## src/rtl/axi_burst_reader.sv

```systemverilog
// axi_burst_reader
//   Fetches num_beats consecutive DATA_W-wide words starting at base_addr over
//   an AXI read channel, issuing bursts that never cross a 4 KB boundary nor
//   exceed MAX_BURST beats. Returned data is buffered in a first-word-fall-
//   through FIFO and presented as a ready/valid stream with s_last on the
//   final beat of the transfer.
//
//   Ports
//     clk, rst              : clock, asynchronous active-high reset
//     start, base_addr,
//     num_beats             : one-cycle transfer request and its arguments
//     busy, done, err       : transfer status (done is a one-cycle pulse)
//     m_axi_ar*             : AXI read-address channel (master side)
//     m_axi_r*              : AXI read-data channel (master side)
//     s_data/valid/last/ready : output stream
//
//   Optional build macro AXI_BURST_READER_ERR_CHECK_EN enables the sticky
//   response / rlast error check; without it err is tied low.
module axi_burst_reader #(
    parameter int DATA_W     = 64,
    parameter int ADDR_W     = 32,
    parameter int LEN_W      = 16,
    parameter int MAX_BURST  = 16,
    parameter int FIFO_DEPTH = 32
) (
    input  logic              clk,
    input  logic              rst,
    input  logic              start,
    input  logic [ADDR_W-1:0] base_addr,
    input  logic [LEN_W-1:0]  num_beats,
    output logic              busy,
    output logic              done,
    output logic              err,
    output logic [ADDR_W-1:0] m_axi_araddr,
    output logic [7:0]        m_axi_arlen,
    output logic              m_axi_arvalid,
    input  logic              m_axi_arready,
    input  logic [DATA_W-1:0] m_axi_rdata,
    input  logic [1:0]        m_axi_rresp,
    input  logic              m_axi_rlast,
    input  logic              m_axi_rvalid,
    output logic              m_axi_rready,
    output logic [DATA_W-1:0] s_data,
    output logic              s_valid,
    output logic              s_last,
    input  logic              s_ready
);

    localparam int BYTES  = DATA_W / 8;
    localparam int LOG2_B = $clog2(BYTES);
    localparam int PTR_W  = $clog2(FIFO_DEPTH);
    localparam int CMP_W  = LEN_W + 14;  // wide enough for every operand of the length/credit compares

    typedef enum logic [1:0] {
        ST_IDLE  = 2'd0,
        ST_ADDR  = 2'd1,
        ST_DATA  = 2'd2,
        ST_FLUSH = 2'd3
    } state_t;

    state_t             state_r, state_next_s;
    logic [ADDR_W-1:0]  addr_r;          // address of the next burst to request
    logic [LEN_W-1:0]   remaining_r;     // beats not yet requested
    logic [LEN_W-1:0]   beats_left_r;    // beats not yet delivered on the stream
    logic [8:0]         len_r;           // length of the burst in flight
    logic               busy_r, done_r, arvalid_r;
    logic [ADDR_W-1:0]  araddr_r;
    logic [7:0]         arlen_r;
    logic               rready_s;

    logic [DATA_W-1:0]  mem_r [FIFO_DEPTH];
    logic [PTR_W-1:0]   wr_ptr_r, rd_ptr_r;
    logic [PTR_W:0]     count_r;

    logic [12:0]        to_bound_s;
    logic [CMP_W-1:0]   len_ext_s;
    logic [8:0]         burst_len_s;
    logic               free_ok_s, launch_s, ar_hs_s, push_s, pop_s, s_valid_s, s_last_s;
    logic               burst_end_s;
    logic               unused_s;

    // Burst sizing: smallest of remaining beats, MAX_BURST and beats left before the next 4 KB page.
    always_comb begin
        to_bound_s  = (13'd4096 - {1'b0, addr_r[11:0]}) >> LOG2_B;
        len_ext_s   = CMP_W'(remaining_r);
        len_ext_s   = (CMP_W'(MAX_BURST) < len_ext_s) ? CMP_W'(MAX_BURST) : len_ext_s;
        len_ext_s   = (CMP_W'(to_bound_s) < len_ext_s) ? CMP_W'(to_bound_s) : len_ext_s;
        burst_len_s = len_ext_s[8:0];
        // Only request a burst when the whole burst is guaranteed to fit in the FIFO.
        free_ok_s   = (CMP_W'(FIFO_DEPTH) - CMP_W'(count_r)) >= CMP_W'(burst_len_s);
    end

    assign launch_s  = (state_r == ST_ADDR) && !arvalid_r && free_ok_s;
    assign ar_hs_s   = arvalid_r && m_axi_arready;
    assign push_s    = m_axi_rvalid && rready_s;
    assign s_valid_s = (count_r != {(PTR_W+1){1'b0}});
    assign pop_s     = s_valid_s && s_ready;
    // The FIFO head is the final transfer beat exactly when one beat remains undelivered.
    assign s_last_s  = s_valid_s && (beats_left_r == LEN_W'(1'b1));

`ifdef AXI_BURST_READER_ERR_CHECK_EN
    logic [8:0] beat_cnt_r;
    logic       last_exp_s;
    logic       err_r;

    assign last_exp_s  = (beat_cnt_r == (len_r - 9'd1));
    // Burst ends on the expected count so a misbehaving rlast cannot stall the transfer.
    assign burst_end_s = push_s && last_exp_s;
    assign err         = err_r;
    assign unused_s    = ^{base_addr[LOG2_B-1:0], len_ext_s[CMP_W-1:9]};

    // Sticky error flag and per-burst beat counter.
    always_ff @(posedge clk or posedge rst) begin
        if (rst) begin
            err_r      <= 1'b0;
            beat_cnt_r <= 9'd0;
        end else begin
            if ((state_r == ST_IDLE) && start) begin
                err_r <= 1'b0;
            end else if (push_s && ((m_axi_rresp != 2'b00) || (m_axi_rlast != last_exp_s))) begin
                err_r <= 1'b1;
            end
            if (ar_hs_s) begin
                beat_cnt_r <= 9'd0;
            end else if (push_s) begin
                beat_cnt_r <= beat_cnt_r + 9'd1;
            end
        end
    end
`else
    assign burst_end_s = push_s && m_axi_rlast;
    assign err         = 1'b0;
    assign unused_s    = ^{m_axi_rresp, base_addr[LOG2_B-1:0], len_ext_s[CMP_W-1:9]};
`endif

    // FSM state register.
    always_ff @(posedge clk or posedge rst) begin
        if (rst) begin
            state_r <= ST_IDLE;
        end else begin
            state_r <= state_next_s;
        end
    end

    // FSM next-state logic.
    always_comb begin
        state_next_s = state_r;
        case (state_r)
            ST_IDLE: begin
                if (start && (num_beats != {LEN_W{1'b0}})) state_next_s = ST_ADDR;
                else                                        state_next_s = ST_IDLE;
            end
            ST_ADDR: begin
                if (ar_hs_s) state_next_s = ST_DATA;
                else         state_next_s = ST_ADDR;
            end
            ST_DATA: begin
                if (burst_end_s) state_next_s = (remaining_r != {LEN_W{1'b0}}) ? ST_ADDR : ST_FLUSH;
                else             state_next_s = ST_DATA;
            end
            ST_FLUSH: begin
                if (pop_s && s_last_s) state_next_s = ST_IDLE;
                else                   state_next_s = ST_FLUSH;
            end
            default: state_next_s = ST_IDLE;
        endcase
    end

    // FSM outputs decoded from the current state.
    always_comb begin
        rready_s = 1'b0;
        case (state_r)
            ST_DATA: rready_s = 1'b1;
            default: rready_s = 1'b0;
        endcase
    end

    // Transfer bookkeeping, AR channel registers and status flags.
    always_ff @(posedge clk or posedge rst) begin
        if (rst) begin
            addr_r       <= {ADDR_W{1'b0}};
            remaining_r  <= {LEN_W{1'b0}};
            beats_left_r <= {LEN_W{1'b0}};
            len_r        <= 9'd0;
            busy_r       <= 1'b0;
            done_r       <= 1'b0;
            arvalid_r    <= 1'b0;
            araddr_r     <= {ADDR_W{1'b0}};
            arlen_r      <= 8'd0;
        end else begin
            done_r <= 1'b0;
            case (state_r)
                ST_IDLE: begin
                    if (start) begin
                        if (num_beats == {LEN_W{1'b0}}) begin
                            done_r <= 1'b1;
                        end else begin
                            busy_r       <= 1'b1;
                            addr_r       <= {base_addr[ADDR_W-1:LOG2_B], {LOG2_B{1'b0}}};
                            remaining_r  <= num_beats;
                            beats_left_r <= num_beats;
                        end
                    end
                end
                ST_ADDR: begin
                    if (launch_s) begin
                        arvalid_r <= 1'b1;
                        araddr_r  <= addr_r;
                        arlen_r   <= 8'(burst_len_s - 9'd1);
                        len_r     <= burst_len_s;
                    end else if (ar_hs_s) begin
                        arvalid_r   <= 1'b0;
                        addr_r      <= addr_r + (ADDR_W'(len_r) << LOG2_B);
                        remaining_r <= remaining_r - LEN_W'(len_r);
                    end
                end
                ST_FLUSH: begin
                    if (pop_s && s_last_s) begin
                        done_r <= 1'b1;
                        busy_r <= 1'b0;
                    end
                end
                default: begin
                end
            endcase
            if (pop_s) begin
                beats_left_r <= beats_left_r - LEN_W'(1'b1);
            end
        end
    end

    // FIFO pointers and occupancy; push and pop together leave the count unchanged.
    always_ff @(posedge clk or posedge rst) begin
        if (rst) begin
            wr_ptr_r <= {PTR_W{1'b0}};
            rd_ptr_r <= {PTR_W{1'b0}};
            count_r  <= {(PTR_W+1){1'b0}};
        end else begin
            if (push_s) wr_ptr_r <= wr_ptr_r + PTR_W'(1'b1);
            if (pop_s)  rd_ptr_r <= rd_ptr_r + PTR_W'(1'b1);
            case ({push_s, pop_s})
                2'b10:   count_r <= count_r + (PTR_W+1)'(1'b1);
                2'b01:   count_r <= count_r - (PTR_W+1)'(1'b1);
                default: count_r <= count_r;
            endcase
        end
    end

    // FIFO storage; contents need no reset because occupancy gates visibility.
    always_ff @(posedge clk) begin
        if (push_s) mem_r[wr_ptr_r] <= m_axi_rdata;
    end

    assign busy          = busy_r;
    assign done          = done_r;
    assign m_axi_araddr  = araddr_r;
    assign m_axi_arlen   = arlen_r;
    assign m_axi_arvalid = arvalid_r;
    assign m_axi_rready  = rready_s;
    assign s_data        = mem_r[rd_ptr_r];
    assign s_valid       = s_valid_s;
    assign s_last        = s_last_s;

endmodule
```

## config.mk

```make
export PLATFORM = sky130hd
export DESIGN_NAME = axi_burst_reader
export DESIGN_NICKNAME = d
export VERILOG_FILES = /design/src/rtl/axi_burst_reader.sv
export SDC_FILE = /design/constraint.sdc
export NUM_CORES = 2
export LEC_CHECK = 0
export CORE_MARGIN = 2
export CORE_UTILIZATION = 55
export CTS_BUF_LIST = sky130_fd_sc_hd__clkbuf_8
export DETAILED_ROUTE_END_ITERATION = 8
export GPL_ROUTABILITY_DRIVEN = 0
export GPL_TIMING_DRIVEN = 0
export PLACE_DENSITY = 0.72
export SLEW_MARGIN = 20
export SYNTH_ARGS = -nofsm -noshare
export SYNTH_HDL_FRONTEND = slang
export SYNTH_SLANG_ARGS = --single-unit
```

## constraint.sdc

```tcl
create_clock -name clk -period 5.8 [get_ports clk]
set_input_delay 1.16 -clock clk [delete_from_list [all_inputs] [get_ports clk]]
set_output_delay 1.16 -clock clk [all_outputs]
set_load 0.05 [all_outputs]
```

==> flow_summary_export.csv <==
group,metric,value,unit
detailed_routing,ant_nets,0,
final_layout,design_area,101000,um^2
timing,slew_violations,0,
power_and_ir_drop,p_per_area,483,nW/um^2
synth,synth_top_cell_area_share,0.718,
floorplanning,io_pins,232,
synth,yosysMostFrequentCell,"edfxtp_1",
timing,hold_violations,0,
floorplanning,initial_core_util,0.555,
synth,ys_top_cells_by_area,"edfxtp_1 (72%), mux4_2 (17%), dfrtp_1 (3.7%), mux2_2 (1.1%), ha_1 (0.77%)",
final_layout,drive_gt1_frac,0.312,
critical_path,worstSetupStartpoint,"rd_ptr_r[0]",
timing,finalCriticalPeriod,5.72,ns
clocking,tritoncts,"yes",
global_route,busiest_layer,"met2",
global_route,grt_max_degree,66,
timing,period_share,0.987,
global_route,grtUsageTotal,0.282,
floorplanning,fp-row-count,144,
critical_path,critical_path.max_fanout,10,
synth,ys_types,73,
clocking,insertion_delay,1.04,ns
timing,whs,0.508,ns
synth,synth_ff_type,"edfxtp_1",
critical_path,cp-start-kind,"flop",
place,dpl_cell_area,94200,um^2
critical_path,regToRegStartpoint,"remaining_r[10]",
place,port_buffers,222,
timing,rsz0062_at_grt,"false",
final_layout,nets,4747,
timing,clock.fmax,175,MHz
floorplanning,die_y,399,um
timing,setup_violations,0,
detailed_routing,drc,0,
detailed_routing,vias,44500,
clocking,clk_pin_slew_worst_paths,0.06,ns
place,dp_cells,6259,
hold_path,hp-class,"reg2reg",
status,run_status,"finished clean",
critical_path,cp-end-kind,"output port",
floorplanning,die_w,399,um
synth,syn_area_per_cell,22.3,um^2
detailed_routing,wl,220000,um
global_route,use_met3,0.0649,
timing,maxSlewHeadroom,0.204,
synth,syn_area,85700,um^2
detailed_routing,avgRoutedWirePerCell,32.1,um
global_route,grt-ovfl-total,0,
synth,synth_cells,3843,
synth,synth_commonest_cells,"edfxtp_1 (2048), mux4_2 (640), clkbuf_1 (140)",
power_and_ir_drop,vdd_drop_max,399,uV
clocking,cts_max_path_buffers,4,
global_route,grt_pass1_wl,315000,um
global_route,antenna_found_initial,16,
detailed_routing,viasPerCell,6.48,
critical_path,worstPathRequired,4.64,ns
floorplanning,coreArea,154000,um^2
detailed_routing,first_pass_iters,5,
clocking,cts_sinks,2176,
hold_path,worstHoldStart,"m_axi_araddr[3]",
detailed_routing,first_iter_violations,6129,
global_route,grt_use_met1,0.383,
global_route,met2_usage,0.454,
synth,yosysWarnings,0,
power_and_ir_drop,leakage,33.0,nW
timing,fin_skew,0.0740,ns
synth,async_reset_ff_frac,0.0588,
critical_path,crit_type,"reg2out",
flow_run,max_cap_violations,0,
clocking,cts_htree_levels,5,
clocking,cts-root-buf,"clkbuf_8",
timing,tightest_slew,1.19,ns
global_route,grt_pass1_vias,45000,
place,dp_hpwl,143000,um
synth,ys_seq_area_frac,0.755,
final_layout,final_cells,6867,
critical_path,crit_arrival,4.56,ns
floorplanning,dieArea,159000,um^2
synth,synth-edff-count,2048,
clocking,cts_buffers,353,
final_layout,areaGrowthSynthToFinish,17.4,%
synth,ys_ff_latch,2176,
timing,setup_tns,0,ns
synth,yosysTopAreaCell,"edfxtp_1",
==> kinds of logic (layout without fill, tap and decap cells) <==
group	count (synthesis)	in the layout	synth area share
xor gates and xnor gates	37	37	0.00378
and+or+nand+nor	320	320	0.0178
other	2	12	0.0000876
AOI/OAI and AO/OA	244	244	0.0185
DFF	2176	2176	0.755
muxes	761	761	0.185
buffers and inverters	247	1217	0.0117
adders and majority gates	56	56	0.00844
==> where the power goes <==
| part | switching [W] | total (W) | internal, W | leakage [nW] |
|---|---|---|---|---|
| Sequential | 0.000508 | 0.0182 | 0.0177 | 19.9 |
| Clock | 0.00584 | 0.0117 | 0.00588 | 3.55 |
| Combinational | 0.0108 | 0.0187 | 0.00783 | 9.56 |
| Total | 0.0172 | 0.0486 | 0.0314 | 33.0 |
==> layout make-up <==
cell class | instances | area (um^2)
clock buffers | 361 | 4970
flip-flops and latches | 2176 | 64700
inverters | 46 | 180
plain buffers | 198 | 1230
clock inverters | 244 | 1090
well taps | 2044 | 2560
repair buffers | 368 | 5560
fillers | 9760 | 53800
multi-input cells | 1427 | 20300
diodes | 3 | 7.51
==> worst max-delay path, stage by stage, from the launching register on <==
cell and delay (ns):
dfrtp_1 0.37, clkbuf_4 0.32, buf_4 0.40, buf_4 0.35, mux4_2 0.55, mux4_2 0.52, mux2_2 0.29, clkdlybuf4s50_1 0.70
==> flip-flops by register name (all words and copies together), names as in the netlist, 6 cells and up <==
name	cells
beats_left_r	16
m_axi_arlen	8
len_r	9
count_r	6
remaining_r	16
mem_r	2048
m_axi_araddr	29
addr_r	29
==> per-stage QoR <==
step	worst slack, ns	power [W]	util
2_1_floorplan	0.752	0.0311	-
3_3_place_gp	-4.32	0.0370	0.586
6_report	0.0769	0.0486	0.651
5_1_grt	0.00533	0.0504	0.651
4_1_cts	0.000461	0.0488	0.651
3_5_place_dp	-0.647	0.0373	0.610
==> worst paths after layout <==
check                              endpoint  slack (ns)  cells after the start
min reg2reg                 m_axi_araddr[3]        0.51                      1
max in group asynchronous   m_axi_araddr[9]        4.53                      3
max reg2reg                m_axi_araddr[17]        0.28                     21
min in group asynchronous        addr_r[17]        0.57                      2
max                              s_data[21]        0.08                      7
min                         m_axi_araddr[3]        0.51                      1
==> layer usage <==
metal / routed length [um] / share of wire
met3: 24400 / 0.11
met2: 108000 / 0.49
met1: 80000 / 0.36
met5: 129 / 0.00059
met4: 7540 / 0.034
==> repair_timing <==
| action | in CTS | in global routing |
|---|---|---|
| gates resized for setup | 315 | 9 |
| hold buffers | 0 | 0 |
| setup endpoints to repair | 111 | 49 |
| buffers inserted | 1 | 2 |
==> layout by cell type, fill, tap and decap left out, types with 58 or more instances in the layout <==
| master | netlist | final |
|---|---|---|
| edfxtp_1 | 2048 | 2048 |
| mux4_2 | 640 | 640 |
| clkbuf_8 | 0 | 367 |
| inv_1 | 46 | 163 |
| clkdlybuf4s50_1 | 0 | 152 |
| dfrtp_1 | 128 | 128 |
| nand2_1 | 96 | 95 |
| mux2_2 | 82 | 82 |
| buf_16 | 0 | 78 |
| clkinv_1 | 0 | 74 |
| buf_12 | 2 | 65 |
| a21oi_1 | 62 | 61 |
| nor2_1 | 90 | 58 |
Note: power is estimated with default switching activity, not from simulation.
